--- config.mk ---
export PLATFORM = sky130hd
export DESIGN_NAME = wb_txn_sequencer_flat
export DESIGN_NICKNAME = d
export VERILOG_FILES = /design/src/rtl/wb_txn_pkg.sv /design/src/rtl/wb_txn_sequencer_if.sv /design/src/rtl/wb_txn_sequencer_fifo.sv /design/src/rtl/wb_txn_sequencer.sv /design/src/flat_wrapper.sv
export SDC_FILE = /design/constraint.sdc
export NUM_CORES = 2
export LEC_CHECK = 0
export ABC_CLOCK_PERIOD_IN_PS = 7070
export CORE_MARGIN = 1.5
export CORE_UTILIZATION = 40
export DETAILED_ROUTE_END_ITERATION = 7
export GPL_TIMING_DRIVEN = 0
export SLEW_MARGIN = 20
export SYNTH_ARGS = -nofsm -noshare
export SYNTH_HDL_FRONTEND = slang
export SYNTH_SLANG_ARGS = --single-unit
--- constraint.sdc ---
create_clock -name clk_link -period 7.07 [get_ports clk_link]
set_clock_uncertainty 0.2 [all_clocks]
set_input_delay 1.7675 -clock clk_link [delete_from_list [all_inputs] [get_ports clk_link]]
set_output_delay 1.7675 -clock clk_link [all_outputs]
set_load 0.02 [all_outputs]
--- src/rtl/wb_txn_pkg.sv ---
// wb_txn_pkg: status codes, FSM states and record widths shared by the transaction sequencer
package wb_txn_pkg;
  localparam int ST_W = 2;
  localparam int DUR_W = 12;
  localparam logic [DUR_W-1:0] DUR_MAX = '1;
  typedef enum logic [ST_W-1:0] {ST_OK = 2'b00, ST_WBERR = 2'b01, ST_TIMEOUT = 2'b10} status_t;
  typedef enum logic [1:0] {IDLE, ACTIVE, GAP} state_t;
  function automatic int cmd_w(input int addr_w, input int tgt_w, input int data_w);
    return 1 + tgt_w + addr_w + data_w;
  endfunction
  function automatic int rsp_w(input int data_w);
    return data_w + ST_W + 1;
  endfunction
endpackage

--- src/rtl/wb_txn_sequencer_if.sv ---
// wb_txn_sequencer_if: command, response and link-wishbone signals of the sequencer
interface wb_txn_sequencer_if #(parameter int ADDR_W = 18, TGT_W = 5, DATA_W = 32);
  logic cmd_valid, cmd_ready, cmd_we;
  logic [TGT_W-1:0] cmd_target;
  logic [ADDR_W-1:0] cmd_addr;
  logic [DATA_W-1:0] cmd_data;
  logic rsp_valid, rsp_ready, rsp_we;
  logic [DATA_W-1:0] rsp_data;
  logic [1:0] rsp_status;
  logic wb_str, wb_we, wb_ack, wb_err;
  logic [ADDR_W-1:0] wb_addr;
  logic [TGT_W-1:0] wb_target;
  logic [DATA_W-1:0] wb_dato, wb_dati;
  modport slave (
    input cmd_valid, cmd_we, cmd_target, cmd_addr, cmd_data, rsp_ready, wb_ack, wb_err, wb_dati,
    output cmd_ready, rsp_valid, rsp_data, rsp_status, rsp_we, wb_str, wb_we, wb_addr, wb_target, wb_dato
  );
  modport master (
    output cmd_valid, cmd_we, cmd_target, cmd_addr, cmd_data, rsp_ready, wb_ack, wb_err, wb_dati,
    input cmd_ready, rsp_valid, rsp_data, rsp_status, rsp_we, wb_str, wb_we, wb_addr, wb_target, wb_dato
  );
endinterface

--- src/rtl/wb_txn_sequencer_fifo.sv ---
// sync_fifo: first-word fall-through FIFO with flush, legal simultaneous push/pop at any occupancy
module sync_fifo #(
  parameter int W = 8,
  parameter int DEPTH = 16
) (
  input  logic clk,
  input  logic rst,
  input  logic flush,
  input  logic push,
  input  logic pop,
  input  logic [W-1:0] din,
  output logic [W-1:0] dout,
  output logic full,
  output logic empty
);
  localparam int AW = $clog2(DEPTH);
  logic [W-1:0] mem [DEPTH];
  logic [AW:0] wp, rp;
  logic do_push, do_pop;
  assign do_pop = pop && !empty;
  assign do_push = push && (!full || do_pop);
  assign empty = wp == rp;
  assign full = (wp ^ rp) == {1'b1, {AW{1'b0}}};
  assign dout = mem[rp[AW-1:0]];
  // read/write pointers; flush empties the queue
  always_ff @(posedge clk or posedge rst)
    if (rst) begin
      wp <= '0;
      rp <= '0;
    end else begin
      wp <= flush ? '0 : wp + {{AW{1'b0}}, do_push};
      rp <= flush ? '0 : rp + {{AW{1'b0}}, do_pop};
    end
  // storage, no reset needed since reads are qualified by empty
  always_ff @(posedge clk)
    if (do_push) mem[wp[AW-1:0]] <= din;
endmodule

--- src/rtl/wb_txn_sequencer.sv ---
// wb_txn_sequencer: queues wishbone transactions, issues them one at a time, returns tagged responses
module wb_txn_sequencer
  import wb_txn_pkg::*;
#(
  parameter int ADDR_W = 18,
  parameter int TGT_W = 5,
  parameter int DATA_W = 32,
  parameter int CMD_DEPTH = 16,
  parameter int RSP_DEPTH = 16,
  parameter int TIMEOUT = 1024,
  parameter int CNT_W = 16
) (
  input  logic clk_link,
  input  logic reset,
  input  logic flush,
  input  logic count_clear,
  wb_txn_sequencer_if.slave bus,
  output logic busy,
  output logic [DUR_W-1:0] last_duration,
  output logic [CNT_W-1:0] txn_count,
  output logic [CNT_W-1:0] err_count,
  output logic [CNT_W-1:0] timeout_count
);
  localparam int CW = cmd_w(ADDR_W, TGT_W, DATA_W);
  localparam int RW = rsp_w(DATA_W);
  state_t state, state_nx;
  status_t st;
  logic launch, done, cmd_empty, cmd_full, rsp_empty, rsp_full;
  logic [CW-1:0] cmd_q;
  logic [RW-1:0] rsp_q;
  logic [31:0] timer;
  function automatic logic [CNT_W-1:0] sat(input logic [CNT_W-1:0] v);
    return (&v) ? v : v + 1'b1;
  endfunction
  sync_fifo #(.W(CW), .DEPTH(CMD_DEPTH)) u_cmd (
    .clk(clk_link), .rst(reset), .flush(flush),
    .push(bus.cmd_valid && !cmd_full), .pop(launch),
    .din({bus.cmd_we, bus.cmd_target, bus.cmd_addr, bus.cmd_data}),
    .dout(cmd_q), .full(cmd_full), .empty(cmd_empty)
  );
  sync_fifo #(.W(RW), .DEPTH(RSP_DEPTH)) u_rsp (
    .clk(clk_link), .rst(reset), .flush(flush),
    .push(done), .pop(bus.rsp_ready && !rsp_empty),
    .din({(st == ST_OK && !bus.wb_we) ? bus.wb_dati : {DATA_W{1'b0}}, st, bus.wb_we}),
    .dout(rsp_q), .full(rsp_full), .empty(rsp_empty)
  );
  assign bus.cmd_ready = !cmd_full;
  assign bus.rsp_valid = !rsp_empty;
  assign {bus.rsp_data, bus.rsp_status, bus.rsp_we} = rsp_empty ? '0 : rsp_q;
  assign bus.wb_str = state == ACTIVE;
  assign busy = state != IDLE || !cmd_empty;
  // next state and completion classification; error beats ack, both beat timeout
  always_comb begin
    launch = 1'b0;
    done = 1'b0;
    st = ST_OK;
    state_nx = state;
    if (flush) state_nx = GAP;
    else
      case (state)
        IDLE: begin
          launch = !cmd_empty && !rsp_full;
          state_nx = launch ? ACTIVE : IDLE;
        end
        ACTIVE: begin
          done = bus.wb_ack || bus.wb_err || timer == 32'(TIMEOUT - 1);
          st = bus.wb_err ? ST_WBERR : bus.wb_ack ? ST_OK : ST_TIMEOUT;
          state_nx = done ? GAP : ACTIVE;
        end
        default: state_nx = IDLE;
      endcase
  end
  // state register
  always_ff @(posedge clk_link or posedge reset)
    if (reset) state <= IDLE;
    else state <= state_nx;
  // launched command fields and per-transaction strobe timer
  always_ff @(posedge clk_link or posedge reset)
    if (reset) begin
      {bus.wb_we, bus.wb_target, bus.wb_addr, bus.wb_dato} <= '0;
      timer <= '0;
    end else begin
      if (launch) {bus.wb_we, bus.wb_target, bus.wb_addr, bus.wb_dato} <= cmd_q;
      timer <= (state == ACTIVE && !done && !flush) ? timer + 1 : '0;
    end
  // saturating statistics; clear beats a simultaneous increment
  always_ff @(posedge clk_link or posedge reset)
    if (reset) begin
      last_duration <= '0;
      txn_count <= '0;
      err_count <= '0;
      timeout_count <= '0;
    end else begin
      if (done) last_duration <= (timer >= 32'(DUR_MAX)) ? DUR_MAX : timer[DUR_W-1:0] + 1'b1;
      txn_count <= count_clear ? '0 : done ? sat(txn_count) : txn_count;
      err_count <= count_clear ? '0 : (done && st == ST_WBERR) ? sat(err_count) : err_count;
      timeout_count <= count_clear ? '0 : (done && st == ST_TIMEOUT) ? sat(timeout_count) : timeout_count;
    end
endmodule
--- src/flat_wrapper.sv ---
// flat-port wrapper written by rule: the top's interface ports become plain ports
module wb_txn_sequencer_flat import wb_txn_pkg::*;
#(
  parameter int ADDR_W = 18,
  parameter int TGT_W = 5,
  parameter int DATA_W = 32,
  parameter int CMD_DEPTH = 16,
  parameter int RSP_DEPTH = 16,
  parameter int TIMEOUT = 1024,
  parameter int CNT_W = 16
)
  (clk_link, reset, flush, count_clear, busy, last_duration, txn_count, err_count, timeout_count, bus_cmd_valid, bus_cmd_we, bus_cmd_target, bus_cmd_addr, bus_cmd_data, bus_rsp_ready, bus_wb_ack, bus_wb_err, bus_wb_dati, bus_cmd_ready, bus_rsp_valid, bus_rsp_data, bus_rsp_status, bus_rsp_we, bus_wb_str, bus_wb_we, bus_wb_addr, bus_wb_target, bus_wb_dato);
  wb_txn_sequencer_if #(.ADDR_W(ADDR_W), .TGT_W(TGT_W), .DATA_W(DATA_W)) bus_i ();
  input  logic clk_link;
  input  logic reset;
  input  logic flush;
  input  logic count_clear;
  output logic busy;
  output logic [DUR_W-1:0] last_duration;
  output logic [CNT_W-1:0] txn_count;
  output logic [CNT_W-1:0] err_count;
  output logic [CNT_W-1:0] timeout_count;
  input wire logic [$bits(bus_i.cmd_valid)-1:0] bus_cmd_valid;
  input wire logic [$bits(bus_i.cmd_we)-1:0] bus_cmd_we;
  input wire logic [$bits(bus_i.cmd_target)-1:0] bus_cmd_target;
  input wire logic [$bits(bus_i.cmd_addr)-1:0] bus_cmd_addr;
  input wire logic [$bits(bus_i.cmd_data)-1:0] bus_cmd_data;
  input wire logic [$bits(bus_i.rsp_ready)-1:0] bus_rsp_ready;
  input wire logic [$bits(bus_i.wb_ack)-1:0] bus_wb_ack;
  input wire logic [$bits(bus_i.wb_err)-1:0] bus_wb_err;
  input wire logic [$bits(bus_i.wb_dati)-1:0] bus_wb_dati;
  output wire logic [$bits(bus_i.cmd_ready)-1:0] bus_cmd_ready;
  output wire logic [$bits(bus_i.rsp_valid)-1:0] bus_rsp_valid;
  output wire logic [$bits(bus_i.rsp_data)-1:0] bus_rsp_data;
  output wire logic [$bits(bus_i.rsp_status)-1:0] bus_rsp_status;
  output wire logic [$bits(bus_i.rsp_we)-1:0] bus_rsp_we;
  output wire logic [$bits(bus_i.wb_str)-1:0] bus_wb_str;
  output wire logic [$bits(bus_i.wb_we)-1:0] bus_wb_we;
  output wire logic [$bits(bus_i.wb_addr)-1:0] bus_wb_addr;
  output wire logic [$bits(bus_i.wb_target)-1:0] bus_wb_target;
  output wire logic [$bits(bus_i.wb_dato)-1:0] bus_wb_dato;
  assign bus_i.cmd_valid = bus_cmd_valid;
  assign bus_i.cmd_we = bus_cmd_we;
  assign bus_i.cmd_target = bus_cmd_target;
  assign bus_i.cmd_addr = bus_cmd_addr;
  assign bus_i.cmd_data = bus_cmd_data;
  assign bus_i.rsp_ready = bus_rsp_ready;
  assign bus_i.wb_ack = bus_wb_ack;
  assign bus_i.wb_err = bus_wb_err;
  assign bus_i.wb_dati = bus_wb_dati;
  assign bus_cmd_ready = bus_i.cmd_ready;
  assign bus_rsp_valid = bus_i.rsp_valid;
  assign bus_rsp_data = bus_i.rsp_data;
  assign bus_rsp_status = bus_i.rsp_status;
  assign bus_rsp_we = bus_i.rsp_we;
  assign bus_wb_str = bus_i.wb_str;
  assign bus_wb_we = bus_i.wb_we;
  assign bus_wb_addr = bus_i.wb_addr;
  assign bus_wb_target = bus_i.wb_target;
  assign bus_wb_dato = bus_i.wb_dato;
  wb_txn_sequencer #(.ADDR_W(ADDR_W), .TGT_W(TGT_W), .DATA_W(DATA_W), .CMD_DEPTH(CMD_DEPTH), .RSP_DEPTH(RSP_DEPTH), .TIMEOUT(TIMEOUT), .CNT_W(CNT_W)) u_core (.clk_link(clk_link), .reset(reset), .flush(flush), .count_clear(count_clear), .bus(bus_i), .busy(busy), .last_duration(last_duration), .txn_count(txn_count), .err_count(err_count), .timeout_count(timeout_count));
endmodule
# After elaboration in Yosys (flattened, before gate mapping)
# Memories as Yosys holds them, arrays and structs flattened. A register that Yosys moved wholly into a read port is not among the register bits.
# Cells that the tools add are included.
[word_totals] regBits=114 ramBits=1456 out_inout_bits=155 n_memories=2
[mem_list] memory="u_core.u_cmd.mem" depth=16 word_bits=56 read_ports=1 rd_ports_with_merged_regs=1 wr=1 line="wb_txn_sequencer_fifo.sv:17" source="logic [W-1:0] mem [DEPTH];"
[mem_list] memory="u_core.u_rsp.mem" depth=16 word_bits=35 read_ports=1 rd_ports_with_merged_regs=0 wr=1 line="wb_txn_sequencer_fifo.sv:17"
[op_classes] addsub=9 magnitude_cmp=1 eq_ne=11 muxes=33 bitwise=2 n_reduce_logical=36
[op_table] cell="2-to-1 mux 16 bit" n=9
[op_table] cell="2-to-1 mux 32 bit" n=2
[op_table] cell="adder 16 x 1 -> 16 bit, second input constant" n=3
[op_table] cell="AND reduction 16 bit" n=3
[op_table] cell="2-to-1 mux 35 bit" n=1
[op_table] cell="adder 32 x 1 -> 32 bit, second input constant" n=1
[op_table] cell="== test 32 x 10 -> 1 bit, second input constant" n=1
[op_table] cell=">= comparator 32 x 12 -> 1 bit, second input constant" n=1
[op_table] cell="adder 5 x 1 -> 5 bit" n=4
[op_table] cell="2-to-1 mux 5 bit" n=4
[op_table] cell="adder 12 x 1 -> 12 bit, second input constant" n=1
[op_table] cell="logical AND 1 bit" n=12
[op_table] cell="2-to-1 mux 12 bit" n=1
[op_table] cell="2-to-1 mux 2 bit" n=6
[op_table] cell="== test 5 bit" n=2
[op_table] cell="== test 5 bit, second input constant" n=2
[op_table] cell="bitwise XOR 5 bit" n=2
[op_table] cell="2-to-1 mux 1 bit" n=9
[op_table] cell="nonzero test 2 bit" n=4
[op_table] cell="zero test 1 bit" n=7
[op_table] cell="inequality test 2 bit, second input constant" n=3
[op_table] cell="AND reduction 2 bit" n=3
[op_table] cell="logical OR 1 bit" n=5
[op_table] cell="== test 2 x 1 -> 1 bit, second input constant" n=2
[op_table] cell="3 further kinds" n=4

# Longest topological paths before layout
[logic_depth] depth_word=11 mapped_depth=14

# Hierarchy
# Synthesis repeated with hierarchy kept, for this count alone.
[unflattened] cells_unflattened=3376 hier_area_um2=64573.2
[modules_own_cells] mod="sync_fifo (u_core.u_cmd)" n_inst=1 cells_each=1687 area_each_um2=35367.7
[modules_own_cells] mod="sync_fifo (u_core.u_rsp)" n_inst=1 cells_each=957 area_each_um2=21657.0
[modules_own_cells] mod="wb_txn_sequencer" n_inst=1 cells_each=732 area_each_um2=7548.5

# Worst setup path after synthesis
# OpenSTA, ideal clock, no wires.
[synth_path] path_type="in2reg" start="in bus_cmd_valid" end="mem u_core.u_cmd.mem[0][0] in the netlist's numbering, enable pin" arrival_ns=6.345 path_slack_ns=-0.014 path_stages=4 path_cell_list="and2_1 -> clkbuf_1 -> or3b_2 -> nor3_1"
[synth_between] elab_chain_cells=4
[synth_lines] item="start, declared" line="flat_wrapper.sv:23" source="input wire logic [$bits(bus_i.cmd_valid)-1:0] bus_cmd_valid;"
[synth_lines] item="logical AND 1 bit" line="wb_txn_sequencer.sv:37" source=".push(bus.cmd_valid && !cmd_full), .pop(launch),"
[synth_lines] item="logical AND 1 bit" line="wb_txn_sequencer_fifo.sv:21" source="assign do_push = push && (!full || do_pop);"
[synth_lines] item="2-to-1 mux 1 bit" line="wb_txn_sequencer_fifo.sv:36" source="if (do_push) mem[wp[AW-1:0]] <= din;"
[synth_lines] item="2-to-1 mux 1 bit (not written as such)" line="wb_txn_sequencer_fifo.sv:36"
[synth_lines] item="end, declared" line="wb_txn_sequencer_fifo.sv:17"
# Every way passes these cells.

# Final worst setup path
[layout_path] start="reg u_core.u_rsp.rp[3]" end="out bus_rsp_data[1]"
[layout_between] elab_chain_cells=2 word_cells_on_any_way=3 classes_between="eq/ne (1); mux (1); memory (1)"
[layout_lines] item="start, declared" line="wb_txn_sequencer_fifo.sv:18" source="logic [AW:0] wp, rp;"
[layout_lines] item="start signal, assigned" line="wb_txn_sequencer_fifo.sv:32" source="rp <= flush ? '0 : rp + {{AW{1'b0}}, do_pop};"
[layout_lines] item="memory read (16 x 35 bit) / == test 5 bit (equally long branches)"
[layout_lines] item="2-to-1 mux 35 bit (*)" line="wb_txn_sequencer.sv:49" source="assign {bus.rsp_data, bus.rsp_status, bus.rsp_we} = rsp_empty ? '0 : rsp_q;"
[layout_lines] item="end, declared" line="flat_wrapper.sv:34" source="output wire logic [$bits(bus_i.rsp_data)-1:0] bus_rsp_data;"
# Every way passes the cells marked *; elsewhere a longest branch is shown, timed or not.

==> results.md <==
- Outcome: complete, no violations
- Async SR Flop Fraction: 0.105
- Final setup fails: 0
- I/O Pins: 251
- Root Buffer: clkbuf_16
- Synth Area in Compound Gates: 0.0182
- Initial antenna violation count: 18
- Post-synthesis sequential area ratio: 0.759
- Post-DR wirelength/cell: 26.2 um
- Iteration-0 DRC count of the detailed router: 2,743
- Slowest CP cell: clkbuf_1
- # diodes: 0
- WP data required: 5.10 ns
- Unique masters post-synth: 53
- First-pass GRT wire length: 228 mm
- Register bit total from synthesis: 1,626
- Clk slew on worst S/H paths: 0.06 ns
- Port Buffers: 250
- Area Overhead vs Synth: 20.4%
- Vias: 31,908
- Synth warn: 0
- Tmin final: 6.66 ns
- Period Utilization, post-route: 0.941
- Largest family of logic cells by synthesized area: multiplexers
- CTS HTree Levels: 4
- Core footprint: 157,000 um^2
- Worst path arrival time: 4.69 ns
- Post-synthesis cell count: 3,120
- CTS tree: yes
- Post-synth top flop: edfxtp_1
- Max incr delay on CP: 0.81 ns
- Worst-path fanout max: 10
- Crit-path most repeated cell: clkbuf_1
- Total negative slack: 0 ns
- Simple-gate share of the synthesized area: 0.0430
- Placer congestion estimate: 0.772
- Drt via density: 5.39
- Delay-heaviest family, CP: buffers and inverters
- Die area: 161,000 um^2
- Die Wd: 401 um
- Critical path endpoint category: output port
- MaxCap Viol Count: 0
- GR Util All Layers: 0.194
- Mux cell area share after synthesis: 0.154
- Peak VDD IR: 287 uV
- Mean Syn Cell Area: 20.3 um^2
- Final ANT Viol Nets: 0
- DR DRC count: 0
- Number of global-route vias before repair: 33,074
- Syn nets: 3,228
- WS Path Type: flip-flop to output port
- Layout cells sized above 1: 0.236
- EDFF count, synth: 1,456
- Post-CTS Hold Buffers: 0
- Fmax: 150 MHz
- Commonest non-fill, non-tap cell in the layout: edfxtp_1
- Initial core utilization: 0.404
- Cts bufs inserted: 169
- HP Class: flip-flop to flip-flop
- Mapped Area: 63,300 um^2
- Startpoint Class: flip-flop
- Final wirelength: 155 mm
- Final Hold Fails: 0
- Worst relative slew slack: 0.262
- Die height: 401 um
- Final Total Pwr: 21.9 mW
- Overflow after GRT: 0
- HPWL Detailed: 106 mm
- Post-synthesis adder-cell area fraction: 0.00237
- Clock Sinks: 1,626
- Worst Path Buf+Inv: 4
- Row count: 145
- Static Leak: 24.5 nW
- Drt pass-1 iters: 5
- Xor and xnor fraction of the mapped netlist area: 0.0115
- Largest net degree at the start of global routing: 73
- Maximum buffer depth of the clock tree: 3
- Fin. max-slew vios: 0
- Cts repair resizes: 0
- Clock latency on the worst-skew pair: 0.79 ns
- Layout net count: 3,829
- Worst Max-Slew Pin Slew: 1.11 ns
- RSZ-0062 raised after global routing: no
- Commonest cells after routing, fill and taps aside: 1,456 x edfxtp_1, 369 x mux4_2, 250 x clkdlybuf4s50_1, 172 x clkbuf_16, 170 x dfrtp_1
- Postcts setup bufs: 0
- Cell Chain, Critical Path: clkbuf_1 -> clkbuf_1 -> clkbuf_1 -> mux4_2 -> mux4_2 -> nor2b_1 -> clkdlybuf4s50_1
- Pwr dens: 287 nW/um^2
-- worst register-to-register path, cell delays in order, from the launching register on --
cell and delay, ns:
dfrtp_1 0.32, clkbuf_1 0.52, xor2_1 0.14, nor4_1 0.40, nor2b_1 0.50, nand4bb_1 0.33
clkbuf_1 0.83, clkbuf_1 0.84, inv_1 0.13, ha_1 0.27, ha_1 0.23, nand3_1 0.11
xor2_1 0.17, nor2_1 0.06
-- through the flow --
| stage | hold WS (ns) | instance area (um^2) | worst slack [ns] | std cells | util |
|---|---|---|---|---|---|
| 6_report | 0.281 | 76200 | 0.414 | 5920 | 0.487 |
| 5_1_grt | 0.310 | 76200 | 0.257 | 5920 | 0.487 |
| 4_1_cts | 0.287 | 76200 | 0.354 | 5920 | 0.486 |
| 3_5_place_dp | 0.273 | 70700 | 1.04 | 5608 | 0.452 |
| 3_3_place_gp | 0.267 | 68300 | -5.72 | 5428 | 0.436 |
| 2_1_floorplan | 0.275 | 63300 | 0.0314 | 3120 | - |
-- per-layer routing --
metal,vias to the layer above,track usage,share of wire
met4,18,0.0583,0.026
li1,13887,-,-
met3,240,0.0339,0.055
met1,16835,0.260,0.42
met2,928,0.326,0.50
met5,-,0,0.00068
-- cells by family (layout without fill, tap and decap cells) --
| group | count (synthesis) | count (layout) |
|---|---|---|
| AOI/OAI and AO/OA | 187 | 187 |
| muxes | 513 | 513 |
| xor gates and xnor gates | 83 | 83 |
| and+or+nand+nor | 521 | 521 |
| buffers and inverters | 178 | 920 |
| DFF | 1626 | 1626 |
| adders and majority gates | 12 | 12 |
-- power breakdown --
part / internal (mW) / leakage [nW] / switching, mW / total [mW]
registers: 11.0 / 15.4 / 0.191 / 11.2
logic: 0.789 / 6.42 / 1.14 / 1.93
clock network: 5.05 / 2.69 / 3.72 / 8.77
-- path summary, 6_finish.rpt --
kind | end | from | cells after the start | slack, ns
max | bus_rsp_data[1] | u_core.u_rsp.rp[3]$_DFF_PP0_ | 7 | 0.41
min reg2reg | u_core.bus.wb_dato[20]$_DFFE_PP0N_ | u_core.bus.wb_dato[20]$_DFFE_PP0N_ | 2 | 0.28
max in group asynchronous | u_core.bus.wb_dato[21]$_DFFE_PP0N_ | reset | 4 | 4.40
max reg2reg | u_core.u_cmd.rp[4]$_DFF_PP0_ | u_core.u_cmd.wp[3]$_DFF_PP0_ | 13 | 1.90
min in group asynchronous | u_core.timer[3]$_DFF_PP0_ | reset | 2 | 1.15
min | u_core.bus.wb_dato[20]$_DFFE_PP0N_ | u_core.bus.wb_dato[20]$_DFFE_PP0N_ | 2 | 0.28
-- Yosys cell counts, drive strengths merged, types with 2 or more instances --
| cell type | instances | area (um^2) |
|---|---|---|
| clkbuf | 105 | 404 |
| mux2 | 13 | 146 |
| nand4 | 14 | 103 |
| or2 | 4 | 25.0 |
| or3 | 10 | 62.6 |
| xnor2 | 16 | 140 |
| mux2i | 131 | 1310 |
| o2111ai | 3 | 26.3 |
| edfxtp | 1456 | 43700 |
| buf | 63 | 318 |
| o31ai | 43 | 323 |
| nand3b | 2 | 15.0 |
| xor2 | 67 | 587 |
| nand3 | 41 | 205 |
| nand2 | 119 | 447 |
| nor3b | 3 | 27.5 |
| nor2 | 111 | 417 |
| nand2b | 11 | 68.8 |
| nor2b | 91 | 569 |
| o22ai | 43 | 269 |
| mux4 | 369 | 8310 |
| nor4 | 19 | 134 |
| a21oi | 27 | 135 |
| o211ai | 8 | 60.1 |
| or3b | 2 | 17.5 |
| nor3 | 21 | 110 |
| and3 | 17 | 106 |
| dfrtp | 170 | 4250 |
| inv | 10 | 37.5 |
| ha | 12 | 150 |
| o21ai | 60 | 319 |
| and4 | 13 | 114 |
| and2 | 36 | 225 |
| a31oi | 2 | 12.5 |
| or4 | 2 | 18.8 |
-- flip-flops by register name, indices dropped and copies added, names as in the netlist, 5 cells and up --
register / cells
u_core.txn_count: 16
u_core.u_rsp.rp: 5
u_core.u_rsp.wp: 5
u_core.u_cmd.mem: 896
u_core.u_cmd.rp: 5
u_core.last_duration: 12
u_core.bus.wb_dato: 32
u_core.err_count: 16
u_core.timeout_count: 16
u_core.u_cmd.wp: 5
u_core.bus.wb_target: 5
u_core.u_rsp.mem: 560
u_core.timer: 32
u_core.bus.wb_addr: 18
-- area by class of cell --
cell class / count / area (um^2)
timing repair buffer: 430 / 4650
multi-input combinational: 1316 / 14700
clock inverter: 85 / 815
buffer: 168 / 736
tap: 2058 / 2570
clock buffer: 227 / 4660
fill: 12810 / 80400
sequential: 1626 / 48000
inverter: 10 / 45.0
No activity file was read; power rests on OpenSTA's default activity.
